$ cat config.mk
export PLATFORM = sky130hd
export DESIGN_NAME = fp16_norm_sequencer
export DESIGN_NICKNAME = d
export VERILOG_FILES = /design/src/rtl/fp16_norm_sequencer.sv
export SDC_FILE = /design/constraint.sdc
export NUM_CORES = 1
export LEC_CHECK = 0
export ABC_AREA = 1
export CAP_MARGIN = 20
export CORE_MARGIN = 3
export CORE_UTILIZATION = 35
export CTS_BUF_LIST = sky130_fd_sc_hd__clkbuf_16
export DETAILED_ROUTE_END_ITERATION = 6
export GPL_TIMING_DRIVEN = 0
export SLEW_MARGIN = 20
export SYNTH_ARGS = -nofsm -noshare
export SYNTH_HDL_FRONTEND = slang
export SYNTH_SLANG_ARGS = --single-unit
$ cat constraint.sdc
create_clock -name clk -period 2.4 [get_ports clk]
set_input_delay 0.36 -clock clk [delete_from_list [all_inputs] [get_ports clk]]
set_output_delay 0.36 -clock clk [all_outputs]
set_load 0.01 [all_outputs]
$ cat src/rtl/fp16_norm_sequencer.sv
// Multi-cycle normalizer for the half-precision adder: one bit of mantissa shift per
// cycle, with each exponent step done by the shared external inc/dec unit.
module fp16_norm_sequencer #(
   parameter int MANT_W = 12,
   parameter int EXP_W  = 5
) (
   input  logic              clk,
   input  logic              rst,
   input  logic              start,
   input  logic [MANT_W-1:0] mant_in,
   input  logic [EXP_W-1:0]  exp_in,
   output logic              busy,
   output logic              done,
   output logic [MANT_W-2:0] mant_out,
   output logic [EXP_W-1:0]  exp_out,
   output logic              sticky,
   output logic              zero_flag,
   output logic              ovf_flag,
   output logic              inc_sel,
   output logic              inc_cin,
   output logic [EXP_W-1:0]  inc_a,
   input  logic [EXP_W-1:0]  inc_b
);

   typedef enum logic [2:0] {
      IDLE   = 3'd0,
      EVAL   = 3'd1,
      RSHIFT = 3'd2,
      LSHIFT = 3'd3,
      DONE   = 3'd4
   } state_t;

   localparam logic [EXP_W-1:0] EXP_ONE = EXP_W'(1);
   localparam logic [EXP_W-1:0] EXP_MAX = '1;

   state_t              state, state_nx;
   logic [MANT_W-1:0]   mant;
   logic [EXP_W-1:0]    exp;

   // Next-state decision; LSHIFT looks at the post-shift values (mant[9] becomes the hidden bit).
   always_comb begin
      state_nx = state;
      case (state)
         IDLE:    if (start) state_nx = EVAL;
         EVAL: begin
            if (mant == '0)           state_nx = DONE;
            else if (mant[MANT_W-1])  state_nx = RSHIFT;
            else if (mant[MANT_W-2])  state_nx = DONE;
            else if (exp <= EXP_ONE)  state_nx = DONE;
            else                      state_nx = LSHIFT;
         end
         RSHIFT:  state_nx = DONE;
         LSHIFT:  if (mant[MANT_W-3] || (inc_b == EXP_ONE)) state_nx = DONE;
         DONE:    state_nx = IDLE;
         default: state_nx = IDLE;
      endcase
   end

   always_ff @(posedge clk or posedge rst) begin
      if (rst) begin
         state     <= IDLE;
         mant      <= '0;
         exp       <= '0;
         sticky    <= 1'b0;
         zero_flag <= 1'b0;
         ovf_flag  <= 1'b0;
         busy      <= 1'b0;
         done      <= 1'b0;
         inc_sel   <= 1'b0;
         inc_cin   <= 1'b0;
      end else begin
         case (state)
            IDLE: begin
               if (start) begin
                  mant      <= mant_in;
                  // A zero biased exponent means denormal, whose effective exponent is 1.
                  exp       <= (exp_in == '0) ? EXP_ONE : exp_in;
                  sticky    <= 1'b0;
                  zero_flag <= 1'b0;
                  ovf_flag  <= 1'b0;
               end
            end
            EVAL: begin
               if (mant == '0) begin
                  exp       <= '0;
                  zero_flag <= 1'b1;
               end
            end
            RSHIFT: begin
               sticky <= sticky | mant[0];
               exp    <= inc_b;
               if (inc_b == EXP_MAX) begin
                  ovf_flag <= 1'b1;
                  mant     <= '0;
               end else begin
                  mant <= mant >> 1;
               end
            end
            LSHIFT: begin
               mant <= mant << 1;
               exp  <= inc_b;
            end
            default: ;
         endcase

         state   <= state_nx;
         busy    <= (state_nx != IDLE);
         done    <= (state_nx == DONE);
         inc_sel <= (state_nx == RSHIFT) || (state_nx == LSHIFT);
         inc_cin <= (state_nx == LSHIFT);
      end
   end

   assign inc_a = exp;

   // Overflow forces infinity; a missing hidden bit or zero result packs exponent 0.
   always_comb begin
      mant_out = mant[MANT_W-2:0];
      exp_out  = exp;
      if (ovf_flag) begin
         mant_out = '0;
         exp_out  = EXP_MAX;
      end else if (!mant[MANT_W-2] || zero_flag) begin
         exp_out = '0;
      end
   end

endmodule

==> metrics.md <==
| Metric | Value |
|---|---|
| Max IR drop VDD | `around 0.44 mV` |
| Die area | `~0.0057 mm2` |
| Final hold vios | `0` |
| Synth Area per Inst | `roughly 6.8 um2` |
| Largest net degree at the start of global routing | `28` |
| Worst slew pin tran | `around 0.58 ns` |
| # resized after CTS | `0` |
| Initial antenna violation count | `0` |
| Top-area cell type share of the netlist area | `0.402` |
| Final GP Congestion | `0.822` |
| Crit path cell chain | `inv_1, or2_2, o21ai_0, clkdlybuf4s50_1` |
| Layout cells sized above 1 | `0.0918` |
| # placed instances | `353` |
| Most frequent cell after synthesis | `nand2_1` |
| Routed len/inst | `~13 um` |
| Yosys warning count | `0` |
| Worst Hold Class | `in -> async` |
| Syn nets | `274` |
| Period minus WS final | `about 2.2 ns` |
| Detail Route Antenna Nets | `0` |
| Area leader, netlist | `dfrtp_1` |
| CTS Buf Count | `3` |
| Residual DRC | `0` |
| Vias in the first global route | `1549` |
| Async SR Flop Fraction | `1.00` |
| Setup WS post-layout | `0.177 ns` |
| Ranking of synthesized cells by area | `dfrtp_1 (40%), nand2_1 (16%), nor2_1 (9.4%)` |
| Slowest stage cell, crit path | `clkdlybuf4s50_1` |
| CTS clk-pin slew, worst paths | `approximately 0.070 ns` |
| Crit path required time | `~2.0 ns` |
| Synth unique cells | `25` |
| Reg2reg setup slack | `slightly below 1 ns` |
| Period utilisation layout | `0.926` |
| RR Endpoint | `mant[7]` |
| Max-slew violations | `0` |
| Max-Slew Margin vs Limit | `0.611` |
| Horiz. Die Dim | `about 75 um` |
| CP Class | `reg -> out` |
| Setup TNS | `0 ns` |
| Leakage | `~1.2 nW` |
| CTS tree | `yes` |
| Cts hold-fix bufs | `0` |
| RSZ-0062 raised after global routing | `false` |
| First-pass GRT wire length | `7510 um` |
| EDFF count, synth | `0` |
| Placement Setup Slack | `around 0.47 ns` |
| Crit Path Max Fanout | `5` |
| Clk Latency, worst-skew pair | `around 0.27 ns` |
| Clk sink count | `27` |
| Met3 wire len | `between 200 and 250 um` |
| Mapped Area | `around 0.0017 mm2` |
| Top_reg_cell synth | `dfrtp_1` |
| Starting density of the core | `0.373` |
| Critical Path Max Stage Delay | `0.56 ns` |
| Max Clock Skew | `about 0.0092 ns` |
| Clock root cell | `clkbuf_16` |
| Initial DRC count | `between 100 and 150` |
| MaxCap Viol Count | `0` |
| Wl on met1 | `2270 um` |
| Gr ovfl total | `0` |
| # IOs | `53` |
| Worst r2r path cells | `8` |
| Final setup viols | `0` |
| Met2 wire len | `approximately 2000 um` |
| Max Root-Sink Buffers | `2` |
| Top layer in use | `met4` |
| Drt pass-1 iters | `4` |
| Nets@finish | `roughly 330` |
| Core Box Area | `0.00450 mm2` |
| Max Freq | `between 400 and 500 MHz` |
| Pwr dens | `~1300 mW/mm2` |
| Detailed-route via count | `between 1500 and 2000` |
| Worst R2R Start | `state[2]` |
| Cell Rows | `24` |
| Postcts setup bufs | `0` |
| CP Launch Type | `flip-flop` |
| Synth-to-Final Area Change | `39.5%` |
| # fillers | `a little under 500` |
| Commonest cells in the netlist | `nand2_1 (71), nor2_1 (42), inv_1 (33)` |
| Non-Filler Instances | `between 300 and 400` |
| Tot Pwr | `around 0.003 W` |
| Port bufs | `52` |
| Setup crit end kind | `output port` |
| Hpwl dp | `~3500 um` |
| Arr. time, crit path | `~1.9 ns` |
| GRT Total Usage | `0.171` |
| Ant diodes | `0` |
| Status | `complete, no violations` |
| Drt total wl | `4570 um` |
| Register bit count reported by yosys | `27` |
| Height of the chip | `75.3 um` |
| Drt via density | `~4.8` |
| H-tree depth | `1` |
| Sequential share of the synthesized area | `0.402` |
| Syn Inst Count | `about 250` |
[layer usage]
layer	track usage	up-vias
li1	-	879
met1	0.260	776
met2	0.255	40
met3	0.0237	5
met4	0.0466	0
met5	0	-
[worst max-delay path, delay by kind of cell (launching register included)]
kind            cells  cell delay (ns)
buf+inv             2             0.69
flops               1             0.40
simple gates        1             0.34
compound gates      1             0.17
[placed cells by master, fill, tap and decap left out, types with 2 or more instances in the layout]
cell / instances
clkdlybuf4s50_1: 52
o21a_1: 3
nor2_1: 42
clkbuf_16: 3
o21ai_0: 15
clkbuf_1: 2
a21oi_1: 12
nand3_1: 11
inv_1: 33
buf_2: 2
buf_6: 2
nand2_1: 71
o21ai_1: 6
nor2_2: 5
nand2_4: 2
dfrtp_1: 27
nand2_2: 3
inv_2: 5
[logic make-up after synthesis]
| logic type | after synthesis | synth area share |
|---|---|---|
| AOI/OAI and AO/OA | 42 | 0.150 |
| buffers and inverters | 44 | 0.111 |
| DFF | 27 | 0.402 |
| and+or+nand+nor | 136 | 0.338 |
[through the flow]
step,util,cell area (um2),hold slack (ns)
final,0.521,2350,0.472
after global routing,0.521,2350,0.536
after CTS,0.521,2350,0.511
after detailed placement,0.503,2270,0.494
after global placement,0.503,2270,0.489
after floorplan,-,1680,0.413
[how the worst max path moves through the flow]
stage                      end      start
global route        exp_out[0]   mant[10]
detailed placement  exp_out[4]   mant[10]
finish              exp_out[4]   mant[10]
floorplan           exp_out[0]  zero_flag
CTS                 exp_out[4]   mant[10]
global placement    exp_out[4]   mant[10]
[flip-flops by register name, indices dropped and copies added (netlist names)]
register,cells
busy,1
inc_a,5
zero_flag,1
mant,12
inc_cin,1
done,1
sticky,1
ovf_flag,1
state,3
inc_sel,1
[cell type report]
cell class / count / area, um2 / area share
clock inverter: 1 / 3.75 / 0.00160
clock buffer: 3 / 75.1 / 0.0320
tap: 52 / 65.1 / 0.0277
buffer: 7 / 47.5 / 0.0203
timing repair buffer: 52 / 520 / 0.222
sequential: 27 / 676 / 0.288
inverter: 37 / 139 / 0.0592
multi-input combinational: 178 / 820 / 0.349
[where the power goes]
part	total, W	internal [W]	switching [W]	leakage [nW]
Clock	0.000385	0.000224	0.000162	0.0423
Sequential	0.000858	0.000664	0.000194	0.339
Combinational	0.00180	0.000818	0.000984	0.789
(Power assumes the default switching activity.)
